===== config.mk =====
export PLATFORM = sky130hd
export DESIGN_NAME = alu_issue_ctrl
export DESIGN_NICKNAME = d
export VERILOG_FILES = /design/src/rtl/alu_issue_ctrl.sv
export SDC_FILE = /design/constraint.sdc
export NUM_CORES = 1
export LEC_CHECK = 0
export CAP_MARGIN = 20
export CORE_MARGIN = 8
export CORE_UTILIZATION = 35
export DETAILED_ROUTE_END_ITERATION = 10
export DONT_BUFFER_PORTS = 1
export GPL_TIMING_DRIVEN = 0
export SETUP_SLACK_MARGIN = 0.05
export SLEW_MARGIN = 40
export SYNTH_ARGS = -nofsm -noshare
export SYNTH_HDL_FRONTEND = slang
export SYNTH_SLANG_ARGS = --single-unit

===== constraint.sdc =====
create_clock -name clk -period 1.8 [get_ports clk]
set_input_delay 0.09 -clock clk [delete_from_list [all_inputs] [get_ports clk]]
set_output_delay 0.09 -clock clk [all_outputs]
set_load 0.05 [all_outputs]

===== src/rtl/alu_issue_ctrl.sv =====
// alu_issue_ctrl: byte-stream instruction issue and write-back sequencer in front of an 8-bit ALU
module alu_issue_ctrl #(
    parameter int DATA_W      = 8,
    parameter int IMM_TIMEOUT = 16
) (
    input  logic              clk,
    input  logic              rst_n,
    input  logic [7:0]        in_byte,
    input  logic              in_valid,
    output logic              in_ready,
    output logic [DATA_W-1:0] alu_in1,
    output logic [DATA_W-1:0] alu_in2,
    output logic [7:0]        alu_word,
    output logic              alu_strobe,
    input  logic [DATA_W-1:0] alu_out,
    output logic [1:0]        cmp_flags,
    output logic              done,
    output logic              err,
    input  logic [1:0]        dbg_sel,
    output logic [DATA_W-1:0] dbg_data
);
    localparam int TW = $clog2(IMM_TIMEOUT + 1);
    localparam logic [3:0] OP_NOP = 4'b0000, OP_MVI = 4'b0001, OP_MOV = 4'b0010, OP_ILL = 4'b0011;

    typedef enum logic [1:0] {IDLE, FETCH_IMM, EXEC, WB} state_t;

    state_t            state_q, state_d;
    logic [7:0]        word_q, word_d, imm_q, imm_d, alu_word_q, alu_word_d;
    logic [TW-1:0]     timer_q, timer_d;
    logic [DATA_W-1:0] regs_q [4];
    logic [DATA_W-1:0] regs_d [4];
    logic [DATA_W-1:0] alu_in1_q, alu_in1_d, alu_in2_q, alu_in2_d;
    logic [1:0]        cmp_q, cmp_d;
    logic              strobe_q, strobe_d, err_q, err_d;

    function automatic logic is_reg_alu(input logic [3:0] op);
        return op inside {4'b0100, 4'b0101, 4'b0110, 4'b0111, 4'b1000, 4'b1010};
    endfunction

    function automatic logic is_imm_alu(input logic [3:0] op);
        return op inside {4'b1100, 4'b1101, 4'b1110, 4'b1111, 4'b1001, 4'b1011};
    endfunction

    logic [3:0] in_op, wb_op;
    assign in_op = in_byte[7:4];
    assign wb_op = word_q[7:4];

    always_comb begin
        state_d    = state_q;
        word_d     = word_q;
        imm_d      = imm_q;
        timer_d    = timer_q;
        regs_d     = regs_q;
        cmp_d      = cmp_q;
        alu_in1_d  = alu_in1_q;
        alu_in2_d  = alu_in2_q;
        alu_word_d = alu_word_q;
        strobe_d   = 1'b0;
        err_d      = 1'b0;
        case (state_q)
            IDLE: if (in_valid) begin
                word_d  = in_byte;
                timer_d = '0;
                if (in_op == OP_ILL) begin
                    err_d = 1'b1;
                end else if (is_imm_alu(in_op) || in_op == OP_MVI) begin
                    state_d = FETCH_IMM;
                end else if (is_reg_alu(in_op)) begin
                    state_d    = EXEC;
                    strobe_d   = 1'b1;
                    alu_in1_d  = regs_q[in_byte[3:2]];
                    alu_in2_d  = regs_q[in_byte[1:0]];
                    alu_word_d = in_byte;
                end else begin
                    state_d = WB;
                end
            end
            FETCH_IMM: if (in_valid) begin
                imm_d = in_byte;
                if (wb_op == OP_MVI) begin
                    state_d = WB;
                end else begin
                    state_d    = EXEC;
                    strobe_d   = 1'b1;
                    alu_in1_d  = regs_q[word_q[3:2]];
                    alu_in2_d  = in_byte;
                    alu_word_d = word_q;
                end
            end else if (timer_q == TW'(IMM_TIMEOUT - 1)) begin
                state_d = IDLE;
                err_d   = 1'b1;
            end else begin
                timer_d = timer_q + 1'b1;
            end
            EXEC: state_d = WB;
            WB: begin
                state_d = IDLE;
                // compares update only the flags; everything else targets rd
                if (wb_op == 4'b0111 || wb_op == 4'b1111)
                    cmp_d = alu_out[1:0];
                else if (is_reg_alu(wb_op) || is_imm_alu(wb_op))
                    regs_d[word_q[3:2]] = alu_out;
                else if (wb_op == OP_MVI)
                    regs_d[word_q[3:2]] = imm_q;
                else if (wb_op == OP_MOV)
                    regs_d[word_q[3:2]] = regs_q[word_q[1:0]];
                else if (wb_op != OP_NOP)
                    cmp_d = cmp_q;
            end
        endcase
    end

    always_ff @(posedge clk or negedge rst_n) begin
        if (!rst_n) begin
            state_q    <= IDLE;
            word_q     <= '0;
            imm_q      <= '0;
            timer_q    <= '0;
            regs_q     <= '{default: '0};
            cmp_q      <= '0;
            alu_in1_q  <= '0;
            alu_in2_q  <= '0;
            alu_word_q <= '0;
            strobe_q   <= 1'b0;
            err_q      <= 1'b0;
        end else begin
            state_q    <= state_d;
            word_q     <= word_d;
            imm_q      <= imm_d;
            timer_q    <= timer_d;
            regs_q     <= regs_d;
            cmp_q      <= cmp_d;
            alu_in1_q  <= alu_in1_d;
            alu_in2_q  <= alu_in2_d;
            alu_word_q <= alu_word_d;
            strobe_q   <= strobe_d;
            err_q      <= err_d;
        end
    end

    // gated with rst_n so nothing is accepted while reset is held
    assign in_ready   = rst_n && (state_q == IDLE || state_q == FETCH_IMM);
    assign done       = state_q == WB;
    assign err        = err_q;
    assign alu_in1    = alu_in1_q;
    assign alu_in2    = alu_in2_q;
    assign alu_word   = alu_word_q;
    assign alu_strobe = strobe_q;
    assign cmp_flags  = cmp_q;
    assign dbg_data   = regs_q[dbg_sel];
endmodule


# Word-level counts from Yosys, hierarchy flattened

Index checks and enable logic that the tools add are counted.

Bitwise logic cells: 6
Equality and inequality tests: 41
Add/sub/neg operators: 1
Reductions and logical operators: 20
$lt $le $gt $ge: 6
Muxes and demuxes: 68

Operator list:

| cell                                                      | number |
|---|---|
| two-way mux 8 bit                                         | 29 |
| bitwise mux 32 bit                                        | 3 |
| two-way mux 32 bit                                        | 3 |
| binary-select mux 8 bit (select 2 bit)                    | 5 |
| equality test 4 bit (second input constant)               | 16 |
| one-hot mux 8 bit (2 select lines)                        | 3 |
| equality test 4 x 3 -> 1 bit (second input constant)      | 8 |
| nonzero test 6 bit                                        | 4 |
| demux 8 bit (select 2 bit)                                | 1 |
| != test 2 bit (second input constant)                     | 8 |
| greater-or-equal comparator 3 bit (second input constant) | 5 |
| two-way mux 5 bit                                         | 3 |
| inverter 2 -> 3 bit                                       | 5 |
| two-way mux 1 bit                                         | 12 |
| two-way mux 2 bit                                         | 5 |
| one-hot mux 5 bit (2 select lines)                        | 1 |
| equality test 4 x 1 -> 1 bit (second input constant)      | 2 |
| equality test 4 x 2 -> 1 bit (second input constant)      | 2 |
| one-hot mux 2 bit (4 select lines)                        | 1 |
| AND reduction 7 bit                                       | 1 |
| AND reduction 2 bit                                       | 3 |
| AND reduction 3 bit                                       | 2 |
| adder 5 x 1 -> 5 bit (second input constant)              | 1 |
| equality test 5 x 4 -> 1 bit (second input constant)      | 1 |
| other kinds (12)                                          | 18 |

Bits of input ports: 21
Bits in registers: 83
Output and inout port bits: 38

# Depth between registers and ports, before layout

Gate-level depths: netlist of the first run.

Word-level depth: 9
Depth in mapped cells: 7
Depth with buffers taken out: 7

# Least setup slack after synthesis of the first run

Ideal clock, no wire load.

Path kind: register -> register
From: register timer_q[0]
To: register timer_q[3]
Setup time: 0.135 ns
Buffers on the path: 0
Cell stages (with the launch flop): 8
Setup slack: 0.093 ns
Arrival time: 1.572 ns
Cells stage by stage: dfrtp_1 > ha_1 > and3_1 > ha_1 > nand4b_1 > o21a_1 > o21ai_0 > o21ai_0

Longest elaborated chain between the ends: 4

Ends and longest elaborated chain:

| item                               | RTL line | RTL |
|---|---|---|
| from (decl)                        | 29       | `logic [TW-1:0] timer_q, timer_d;` |
| from (signal assigned)             | 130      | `timer_q <= timer_d;` |
| adder 5 x 1 -> 5 bit               | 93       | `timer_d = timer_q + 1'b1;` |
| two-way mux 5 bit                  | 89       | `end else if (timer_q == TW'(IMM_TIMEOUT - 1)) begin` |
| two-way mux 5 bit                  | 78       | `FETCH_IMM: if (in_valid) begin` |
| one-hot mux 5 bit (2 select lines) | 60       | `case (state_q)` |

Parallel ways exist; a longest one is shown, timed or not. The select of a mux whose other input is x is not followed.
A chain may end at the register's enable or synchronous reset.

# Worst setup path in the final report of the first run

From: register word_q[2]
To: register alu_in1_q[5] (netlist: alu_in1[5])

Longest elaborated chain between the ends: 7

Ends and longest elaborated chain:

| item                                                 | RTL line | RTL |
|---|---|---|
| from (decl)                                          | 28       | `logic [7:0] word_q, word_d, imm_q, imm_d, alu_word_q, alu_word_d;` |
| from (signal assigned)                               | 128      | `word_q <= word_d;` |
| inverter 2 -> 3 bit (implied by the code)            | 85       | `alu_in1_d = regs_q[word_q[3:2]];` |
| binary-select mux 8 bit (select 2 bit)               | 85       |  |
| two-way mux 8 bit (implied by the code) (2 in a row) | 85       |  |
| two-way mux 8 bit                                    | 80       | `if (wb_op == OP_MVI) begin` |
| two-way mux 8 bit                                    | 78       |  |
| one-hot mux 8 bit (2 select lines)                   | 60       |  |
| to (signal assigned)                                 | 133      | `alu_in1_q <= alu_in1_d;` |
| to (decl)                                            | 32       | `logic [DATA_W-1:0] alu_in1_q, alu_in1_d, alu_in2_q, alu_in2_d;` |

Every way passes these cells. The select of a mux whose other input is x is not followed.

==> results of run 1 <==
sequential cells by signal, indices dropped and copies added (netlist names):
signal	count
timer_q	5
alu_strobe	1
state_q	2
err	1
regs_q	32
cmp_flags	2
imm_q	8
alu_in1	8
alu_in2	8
alu_word	8
word_q	8
layout by cell type (no fill, tap or decap), types with 2 or more instances in the layout:
cell type and n:
nor3_1 4, o221ai_1 5, inv_1 8, mux2i_1 20, o21ai_1 3, buf_1 2
mux2_4 8, o21ai_0 7, nand2_1 31, nand2_2 2, mux4_2 20, buf_4 18
buf_2 6, dfrtp_1 79, and3_1 2, and2_4 2, nand4b_4 2, a41oi_2 8
mux2_2 81, buf_6 10, o221ai_2 3, nand2b_1 4, mux4_1 2, clkinv_2 3
clkbuf_16 9, nor2_1 26, buf_12 2, dlygate4sd3_1 6, nand3_1 11, dfrtp_2 4
nand3b_1 16, clkbuf_2 3, a21oi_1 12, nor2_2 2, clkbuf_1 4
kinds of logic (layout without fill, tap and decap cells):
family,after synthesis,count (layout),synth area share [%]
AO/OA/AOI/OAI,49,49,7.683
adder cells (fa/ha/maj),2,2,0.4972
buffers and inverters,38,76,4.152
flip-flops,83,83,41.27
multiplexers,132,132,34.71
AND/OR/NAND/NOR,111,112,11.69
layout make-up:
class	count	area share (%)
timing repair buffer	23	3.552
sequential	83	34.97
inverter	8	0.5044
clock buffer	11	4.077
buffer	29	3.741
clock inverter	5	0.8827
tap	184	3.867
multi-input combinational	295	48.40
power by group:
part | switching [mW] | leakage [nW] | internal [mW] | total, mW
sequential | 2.14 | 0.993 | 2.78 | 4.91
clock | 0.740 | 0.145 | 1.11 | 1.85
combinational | 3.02 | 1.32 | 3.07 | 6.09
metal layers:
metal / vias to the layer above / track usage, %
met3: 30 / 3.769
met4: 2 / 6.406
met5: - / 0
met2: 141 / 25.35
li1: 1624 / -
met1: 1880 / 20.15
what timing repair did:
item | in CTS | in global routing
hold endpoints to repair | 95 | 83
buffers inserted | 8 | 7
pin swaps | 2 | 3
endpoints found under the setup margin | 71 | 55
gates resized for setup | 30 | 27
gates cloned | 2 | 1
worst max-delay path: cells and delay by family (launching register included):
family          cells  cell delay [ns]
flops               1             0.34
buf+inv             2             0.28
simple gates        1             0.10
compound gates      1             0.12
mux                 2             0.76
final timing paths:
check                      slack [ns]                 endpoint  depth (start not counted)
min                             -0.56   alu_in1[7]$_DFFE_PN0P_                          0
max                              0.08   alu_in1[5]$_DFFE_PN0P_                          6
min reg2reg                      0.50     imm_q[7]$_DFFE_PN0P_                          2
max reg2reg                      0.08   alu_in1[5]$_DFFE_PN0P_                          6
max in group asynchronous        2.19    word_q[7]$_DFFE_PN0P_                          0
min in group clk                 0.02  alu_word[5]$_DFFE_PN0P_                          3
==> flow_metrics.tcl, run 1 <==
set metrics [dict create \
    grt_max_degree 85 \
    dr.pass1.iters 5 \
    rows 44 \
    cp.arrival_ns 1.95 \
    yosysTopAreaCell "dfrtp_1" \
    cts.path.max_buffers 2 \
    synth.distinct_cells 51 \
    clk_latency_ns 0.34 \
    p_leak_nw 2.459 \
    cts_tree "done" \
    met3WireLength_um 984 \
    stdcell_count 638 \
    synth_fp_nets 438 \
    yosysSeqAreaShare_pct 41.27 \
    maxSlewViolCount 0 \
    seq_area_mm2 0.002082 \
    p_total_mw 12.85 \
    synthCells 415 \
    maxCapViolCount 0 \
    port_buffers 0 \
    fin_nets 472 \
    synth_flop_cell "dfrtp_1" \
    wl_met1_mm 6.123 \
    syn-cell-area_mm2 0.005032 \
    antenna_found_initial 1 \
    ctsHtreeMaxLevel 3 \
    vias_per_cell 5.763 \
    numCtsBuffers 9 \
    area_delta_synth_final_pct 18.30 \
    yosysWarnings 0 \
    synthTopCellsByArea "dfrtp_1, mux2_2, mux4_2" \
    dr_total_vias 3677 \
    root_buffer "clkbuf_16" \
    whs_ns -0.5611 \
    status "finished with violations" \
    post-place-cells 599 \
    placed_area_mm2 0.005265 \
    antenna_cells 0 \
    vdd_drop_max_mv 0.6192 \
    final_area_mm2 0.005953 \
    ys_ff_latch 83 \
    first_iter_violations 314 \
    finalSetupViolCount 0 \
    fin_ws_ns 0.08101 \
    path_clk_slew_ns 0.06 \
    drive_gt1_share_pct 43.61 \
    final.setup.tns_ns 0 \
    crit_start "word_q[2]$_DFFE_PN0P_" \
    required_ns 2.03 \
    violations "hold timing" \
    slew-limit-headroom_pct 45.13 \
    synth.most_common_cell "dfrtp_1" \
    clock-sinks 83 \
    grt_pass1_vias 3613 \
    routed.top_layer "met5" \
    fp.dieW_um 135.9 \
    grt_pass1_wl_mm 22.16 \
    regToRegStartpoint "word_q[2]$_DFFE_PN0P_" \
    final.setup_skew_ns 0.005074 \
    hold_viol_final 83 \
    slowest_stage "mux4_2" \
    post_drt_wl_per_cell_um 22.91 \
    cp_max_fo 5 \
    gp_congestion 0.8759 \
    critPathKind "flip-flop to flip-flop" \
    drc_errors 0 \
    synthArstFlopShare_pct 100.0 \
    grt-ovfl-total 0 \
    finalCritPeriodShare_pct 95.50 \
    ant_nets 0 \
    max_slew.worst_pin.slew_ns 0.8231 \
    fmax_ghz 0.5817 \
    grt_setup_unrepaired "true" \
    routed_wl_mm 14.62 \
    syn_area_per_cell_um2 12.13 \
    synth-edff-count 0 \
    synthTopCellsByCount "dfrtp_1, mux2_2, nand2_1, nor2_1" \
    grt_usage_pct 15.83 \
    place_ws_ns -0.2819 \
    crit_chain "buf_6, buf_12, mux4_2, nand2_1, o221ai_2, mux2_2" \
    route.met2.wl_mm 7.130 \
    fillers 1352 \
    p_per_area_mw_per_mm2 2158 \
    design.core.area_mm2 0.01431 \
    multiInputGateArea_mm2 0.002882 \
    die_y_um 135.9 \
    hp-class "input pin to asynchronous set/reset pin" \
    io-pin-count 59 \
    worstSetupStartpointType "flip-flop" \
    start_util_pct 35.16 \
    yosys.area.top_type_share_pct 41.27 \
    die_area_mm2 0.01847 \
    worst_setup_path_end_kind "flip-flop" \
    final.min_clock_period_ns 1.719 \
    max_stage_delay_ns 0.48 \
    post-route-util_pct 41.59 \
    dp_hpwl_mm 9.761 \
    hold_buffers 6 \
]
Power figures use the tool's default switching activity.
==> run 2, diff against run 1 <==
==> constraint.sdc (replaced) <==
create_clock -name clk -period 1.7 [get_ports clk]
set_input_delay 0.085 -clock clk [delete_from_list [all_inputs] [get_ports clk]]
set_output_delay 0.085 -clock clk [all_outputs]
set_load 0.05 [all_outputs]
==> run 2 against run 1 <==
The run ends with hold timing, setup timing left. Clock skew increased by 0.0013 ns. Setup slack got worse by 0.13 ns. Highest routed layer unchanged. Via count increased by 0.52%. Power increased by 10%. Cell count increased by 0.78%. Register-to-register slack got worse by 0.13 ns. Clock-buffer cell count increased by 2. Core utilization increased by 1.4 points. Non-clock buffer count increased by 7. Critical path depth unchanged. Critical path type unchanged.
==> flow_metrics.tcl, run 2 (same netlist as run 1, synthesis figures left out) <==
set metrics [dict create \
    critPathTopFamily "simple AND/OR/NAND/NOR gates" \
    gp_congestion 0.8310 \
    placed_area_mm2 0.005268 \
    ctsHtreeMaxLevel 3 \
    dr_total_vias 3696 \
    p_leak_nw 2.609 \
    clock-sinks 83 \
    hold_viol_final 83 \
    crit_chain "and2_4, and2_4, buf_6, and3_4, buf_12, mux2_4" \
    grt_usage_pct 16.21 \
    dp_hpwl_mm 9.818 \
    finalCritPeriodShare_pct 102.7 \
    final_area_mm2 0.006160 \
    cts_tree "done" \
    p_total_mw 14.14 \
    root_buffer "clkbuf_16" \
    path_clk_slew_ns 0.06 \
    grt_setup_unrepaired "true" \
    antenna_cells 0 \
    fp.dieW_um 135.9 \
    hp-class "input pin to asynchronous set/reset pin" \
    path_common_cell "and2_4" \
    grt_pass1_vias 3876 \
    rows 44 \
    start_util_pct 35.16 \
    design.core.area_mm2 0.01431 \
    worstRegToRegCells 6 \
    cts.path.max_buffers 2 \
    fin_nets 478 \
    final.setup_skew_ns 0.006372 \
    status "finished with violations" \
    cp_max_fo 8 \
    p_per_area_mw_per_mm2 2295 \
    crit_buf_inv 2 \
    violations "hold timing, setup timing" \
    numCtsBuffers 9 \
    dr.pass1.iters 4 \
    critPathKind "flip-flop to flip-flop" \
    routed_wl_mm 14.79 \
    place_ws_ns -0.3778 \
    port_buffers 0 \
    slew-limit-headroom_pct 47.53 \
    crit_cells 6 \
    final_common_cell "dfrtp_1" \
    grt_max_degree 85 \
    whs_ns -0.5649 \
    hold_buffers 6 \
    maxCapViolCount 0 \
    vias_per_cell 5.748 \
    worstSetupStartpointType "flip-flop" \
    max_slew.worst_pin.slew_ns 0.7870 \
    mostFrequentLayoutCells "dfrtp_1, mux2_2, nand2_1, mux2_4, nor2_1" \
    vdd_drop_max_mv 0.6384 \
    grt-ovfl-total 0 \
    die_y_um 135.9 \
    first_iter_violations 316 \
    drc_errors 0 \
    fin_ws_ns -0.04600 \
    maxSlewViolCount 0 \
    max_stage_delay_ns 0.41 \
    cp.arrival_ns 1.97 \
    grt_pass1_wl_mm 22.89 \
    area_delta_synth_final_pct 22.40 \
    fmax_ghz 0.5727 \
    finalSetupViolCount 13 \
    worst_setup_path_end_kind "flip-flop" \
    drive_gt1_share_pct 45.97 \
    largest_reg_flops 32 \
    post_drt_wl_per_cell_um 23.01 \
    io-pin-count 59 \
    final.min_clock_period_ns 1.746 \
    ant_nets 0 \
    die_area_mm2 0.01847 \
    required_ns 1.92 \
    max_flop_register "regs_q" \
    antenna_found_initial 1 \
    slowest_stage "dfrtp_2" \
    clk_latency_ns 0.34 \
]
run 2: metrics by stage:
step           utilization [%]  hold slack (ns)  std cells  TNS, ns
2_1_floorplan                -          -0.2106        415        0
3_3_place_gp             36.78          -0.2082        599   -14.35
3_5_place_dp             36.80          -0.2087        599   -15.50
4_1_cts                  42.01          -0.5705        637  -0.4062
5_1_grt                  43.03          -0.5727        643   -2.492
6_report                 43.03          -0.5649        643  -0.3673
run 2: repair_timing:
| action | CTS | global route |
|---|---|---|
| pin swaps | 3 | 4 |
| hold endpoints to repair | 95 | 83 |
| setup buffers | 15 | 6 |
| endpoints found under the setup margin | 76 | 69 |
| gates cloned | 2 | 0 |
| resized for setup | 65 | 29 |
run 2: final timing paths:
path	end	startpoint	slack [ns]
setup / recovery	regs_q[30]$_DFFE_PN0P_	state_q[1]$_DFFE_PN0P_	-0.05
hold / removal	alu_in1[7]$_DFFE_PN0P_	rst_n	-0.56
setup reg to reg	regs_q[30]$_DFFE_PN0P_	state_q[1]$_DFFE_PN0P_	-0.05
hold reg to reg	imm_q[7]$_DFFE_PN0P_	imm_q[7]$_DFFE_PN0P_	0.49
max in group asynchronous	state_q[1]$_DFFE_PN0P_	rst_n	2.06
min in group clk	imm_q[7]$_DFFE_PN0P_	in_byte[7]	0.01
run 2: metal layers:
| layer | wire, µm | vias up | global-route usage (%) |
|---|---|---|---|
| li1 | - | 1631 | - |
| met1 | 6057 | 1896 | 19.82 |
| met2 | 7300 | 133 | 26.69 |
| met3 | 905 | 34 | 2.624 |
| met4 | 516 | 2 | 9.152 |
| met5 | 13 | - | 0 |
run 2: power breakdown:
part	switching [mW]	total, mW	internal, mW
clock network	0.774	1.98	1.21
logic	3.34	6.97	3.63
registers	2.24	5.18	2.94
run 2: layout make-up:
type,count,area [µm²]
fill,1307,8154
multi-input combinational,294,3002
sequential,83,2082
timing repair buffer,29,267.8
clock buffer,13,260.3
buffer,30,252.7
tap,184,230.2
clock inverter,2,35.03
inverter,8,30.03
run 2: worst reg2reg max path, cell delays in order (launching register included):
cell,delay [ns]
dfrtp_2,0.41
and2_4,0.27
and2_4,0.18
buf_6,0.13
and3_4,0.19
buf_12,0.14
mux2_4,0.30
